<file path="src/rtl/serializer_pkg.sv">
// Shared types and helpers for the 16-bit serial link transmitter.
// The SERIALIZER_PARITY_EN build option adds a trailing even-parity bit.
package serializer_pkg;

   typedef enum logic [1:0] {
      IDLE,
      SHIFT,
      PARITY
   } ser_state_t;

   localparam int SER_DATA_W = 16;

   function automatic int bit_count(input int mod, input int width);
      return (mod == 0) ? width : mod;
   endfunction

endpackage

</file>
<file path="src/rtl/serializer.sv">
// Parallel-to-serial transmitter, MSB first, with a per-bit ready stall.
// Define SERIALIZER_PARITY_EN to append one even-parity bit per word.
module serializer
   import serializer_pkg::*;
#(
   parameter int DATA_W = SER_DATA_W,
   parameter int MOD_W  = $clog2(DATA_W)
) (
   input  logic              clk_i,
   input  logic              arst_n_i,
   input  logic [DATA_W-1:0] data_i,
   input  logic [MOD_W-1:0]  data_mod_i,
   input  logic              data_val_i,
   input  logic              ser_ready_i,
   output logic              ser_data_o,
   output logic              ser_data_val_o,
   output logic              busy_o
);

   localparam int CNT_W = MOD_W + 1;

   ser_state_t        state;
   logic [DATA_W-1:0] shreg;
   logic [CNT_W-1:0]  cnt;
   logic              last;

`ifdef SERIALIZER_PARITY_EN
   logic              par;
`endif

   // Serial bit is always the shift register MSB; cleared whenever idle.
   assign ser_data_o = shreg[DATA_W-1];
   assign last       = (cnt == CNT_W'(1));

   always_ff @(posedge clk_i or negedge arst_n_i) begin
      if (!arst_n_i) begin
         state          <= IDLE;
         shreg          <= '0;
         cnt            <= '0;
         ser_data_val_o <= 1'b0;
         busy_o         <= 1'b0;
`ifdef SERIALIZER_PARITY_EN
         par            <= 1'b0;
`endif
      end else begin
         unique case (state)
            IDLE: begin
               if (data_val_i) begin
                  state          <= SHIFT;
                  shreg          <= data_i;
                  cnt            <= CNT_W'(bit_count(int'(data_mod_i), DATA_W));
                  ser_data_val_o <= 1'b1;
                  busy_o         <= 1'b1;
`ifdef SERIALIZER_PARITY_EN
                  par            <= 1'b0;
`endif
               end
            end
            SHIFT: begin
               if (ser_ready_i) begin
                  if (cnt != '0) begin
                     cnt <= cnt - CNT_W'(1);
                  end
                  if (last) begin
`ifdef SERIALIZER_PARITY_EN
                     // Parity rides out through the MSB like a data bit.
                     state <= PARITY;
                     shreg <= {par ^ shreg[DATA_W-1], {(DATA_W-1){1'b0}}};
`else
                     state          <= IDLE;
                     shreg          <= '0;
                     ser_data_val_o <= 1'b0;
                     busy_o         <= 1'b0;
`endif
                  end else begin
                     shreg <= shreg << 1;
`ifdef SERIALIZER_PARITY_EN
                     par   <= par ^ shreg[DATA_W-1];
`endif
                  end
               end
            end
`ifdef SERIALIZER_PARITY_EN
            PARITY: begin
               if (ser_ready_i) begin
                  state          <= IDLE;
                  shreg          <= '0;
                  ser_data_val_o <= 1'b0;
                  busy_o         <= 1'b0;
               end
            end
`endif
            default: begin
               state          <= IDLE;
               shreg          <= '0;
               ser_data_val_o <= 1'b0;
               busy_o         <= 1'b0;
            end
         endcase
      end
   end

endmodule

</file>
<file path="config.mk">
export PLATFORM = sky130hd
export DESIGN_NAME = serializer
export DESIGN_NICKNAME = d
export VERILOG_FILES = /design/src/rtl/serializer_pkg.sv /design/src/rtl/serializer.sv
export SDC_FILE = /design/constraint.sdc
export NUM_CORES = 1
export LEC_CHECK = 0
export CORE_MARGIN = 5
export CORE_UTILIZATION = 43
export CTS_CLUSTER_SIZE = 12
export DETAILED_ROUTE_END_ITERATION = 6
export PLACE_DENSITY = 0.7
export SETUP_SLACK_MARGIN = 0.15
export SLEW_MARGIN = 20
export SYNTH_ARGS = -nofsm -noshare
export SYNTH_HDL_FRONTEND = slang
export SYNTH_SLANG_ARGS = --single-unit
</file>
<file path="constraint.sdc">
create_clock -name clk_i -period 1.71 [get_ports clk_i]
set_input_delay 0.4275 -clock clk_i [delete_from_list [all_inputs] [get_ports clk_i]]
set_output_delay 0.4275 -clock clk_i [all_outputs]
set_load 0.03 [all_outputs]
</file>
==> reports/qor.yml, run 1 <==
cts-root-buf: "clkbuf_4"
ios: 27
cts.clk_slew.worst_paths_ns: 0.12
seqCellArea_um2: 552
fin_nets: 176
wire_per_inst_um: 16.3
maxCapViolCount: 0
max_freq_mhz: 625
ys_seq_area_share_pct: 49.2
syn_to_final_growth_pct: 42.9
cts.path.max_buffers: 2
worst-setup-path-type: "reg2reg"
fin_crit_ns: 1.60
synth_top_area_cell: "dfrtp_1"
synthTopCellsByArea: "dfrtp_1, a32oi_1, a21oi_1, nor2_1, a22o_1"
crit_path_start_kind: "flip-flop"
yosys.cell_types.count: 29
gp_congestion: 0.889
setup_violations: 0
min_period_over_period_pct: 93.6
yosys.area.top_type_share_pct: 49.2
cp_max_fo: 8
vias: 1065
irDropWorstVdd_mv: 0.986
avgSynthCellArea_um2: 9.91
cts_buffers: 3
synth.cell_area_mm2: 0.00112
synth_nets: 139
dp_hpwl_um: 1810
ys_ff_latch: 22
utilization_pct: 64.6
skew_ns: 0.00245
grt-ovfl-total: 0
dieArea_mm2: 0.00372
syn_inst: 113
dp_slack_ns: -0.0223
worstPathRequired_ns: 1.92
clock-sinks: 22
grt.total_usage_pct: 17.2
setup_ws_ns: 0.109
drc: 0
status: "complete, no violations"
insertion_delay_ns: 0.31
cts_tree: "yes"
endpoint_kind: "flip-flop"
num_rows: 18
coreArea_mm2: 0.00248
slew_headroom_pct: 79.6
wl_um: 2910
grt_pass1_wl_um: 4820
multi_input_area_um2: 544
yosysWarnings: 0
first_global_vias: 1003
antenna_found_initial: 0
postRouteAntennaNets: 0
vias_per_cell: 5.95
critPathArrivalTime_ns: 1.81
leakagePower_uw: 0.000637
rr_worst_depth: 5
h-tree-depth: 1
final_layout_size_suffix_gt1_share_pct: 22.8
hp-class: "in2async"
first_pass_iters: 4
grt_max_degree: 23
holdWs_ns: 0.450
die_w_um: 61.0
slew_viol_final: 0
start_util_pct: 45.2
antenna_cells: 0
rsz0062_at_grt: "true"
power_density_mw_per_mm2: 1600
max_slew.worst_pin.slew_ns: 0.302
portBuffers: 26
final_hold_viol_count: 0
fillers: 200
drt_iter0_drc: 69
die_y_um: 61.0
[layer usage]
metal / track usage [%] / wire, µm
met3: 3.77 / 239
met1: 24.6 / 1240
met2: 26.4 / 1390
met5: 0 / 0
met4: 4.64 / 44
[layout make-up]
cell class / count / share of cell area [%]
multi-input combinational: 76 / 34.0
sequential: 22 / 34.5
clock buffer: 3 / 1.41
inverter: 6 / 1.41
clock inverter: 1 / 1.88
timing repair buffer: 41 / 24.5
tap: 30 / 2.35
[through the flow]
stage               TNS (ns)  instance area (µm²)  power (µW)  std cells
floorplan                  0                 1120        1610        113
global placement           0                 1430        1900        168
detailed placement   -0.0564                 1430        1920        168
CTS                        0                 1540        2420        176
global route        -0.00193                 1600        2740        179
finish                     0                 1600        2560        179
[cells by family after synthesis]
family / share of synthesized area [%]
compound gates: 28.5
fa+ha+maj: 2.23
buf+inv: 7.49
flops: 49.2
mux: 1.90
simple gates: 10.7
[timing repair]
item	CTS	global route
setup endpoints to repair	18	20
buffers inserted	3	3
hold buffers	0	0
pin swaps	1	19
cloned	1	0
gates resized for setup	5	9
[registers in the layout, summed over array words and instances, names as in the netlist]
signal / cells
shreg: 16
cnt: 5
busy_o: 1
[critical path: stages (launching register included)]
cell and delay, ns:
dfrtp_1 0.41, inv_2 0.09, ha_4 0.14, or4b_4 0.53, buf_4 0.17, o22a_1 0.16
[report_power, final]
group | switching [µW] | leakage, µW | internal [µW]
registers | 144 | 0.000241 | 729
logic | 623 | 0.000368 | 666
clock network | 161 | 0.0000279 | 237
total | 928 | 0.000637 | 1630
[cells in the mapped netlist]
cell / instances
nand2_1: 3
o21ai_0: 4
nand3_1: 1
mux2i_1: 1
or3_1: 1
ha_1: 2
buf_8: 1
nor2_1: 17
o22ai_1: 1
inv_1: 6
o21a_1: 1
buf_2: 1
a32oi_1: 15
nand2b_1: 1
o221ai_1: 1
a21oi_1: 15
clkbuf_1: 6
nor3_1: 1
o311ai_1: 1
dfrtp_1: 22
and2b_2: 1
a22o_1: 4
mux2_2: 1
buf_6: 1
o41ai_1: 1
or4b_4: 1
o22a_1: 1
o2bb2ai_1: 1
buf_4: 1
[final timing paths]
check | from | slack, ns | to
max | cnt[1] | 0.11 | busy_o
min | arst_n_i | 0.45 | cnt[4]
max reg2reg | cnt[1] | 0.11 | busy_o
min reg2reg | shreg[0] | 0.53 | shreg[0]
max in group asynchronous | arst_n_i | 1.02 | busy_o
min in group clk_i | shreg[0] | 0.53 | shreg[0]
[layout by cell type, fill, tap and decap left out, types with 2 or more instances in the layout]
| master | Yosys | final |
|---|---|---|
| a21oi_1 | 15 | 15 |
| a22o_1 | 4 | 4 |
| a32oi_1 | 15 | 13 |
| a32oi_2 | 0 | 2 |
| buf_12 | 0 | 2 |
| buf_4 | 1 | 15 |
| clkbuf_4 | 0 | 3 |
| clkdlybuf4s50_1 | 0 | 23 |
| dfrtp_1 | 22 | 21 |
| inv_1 | 6 | 5 |
| nand2_1 | 3 | 2 |
| nor2_1 | 17 | 17 |
| o21ai_0 | 4 | 4 |
| or4b_4 | 1 | 2 |
No activity file was read; power rests on OpenSTA's default activity.
==> run 2, diff against run 1 <==
--- a/config.mk
+++ b/config.mk
@@ -5,6 +5,7 @@
 export SDC_FILE = /design/constraint.sdc
 export NUM_CORES = 1
 export LEC_CHECK = 0
+export CAP_MARGIN = 5
 export CORE_MARGIN = 5
 export CORE_UTILIZATION = 43
 export CTS_CLUSTER_SIZE = 12
==> results of run 2 <==
Final layout, timing and power as in run 1 (identical DEF).
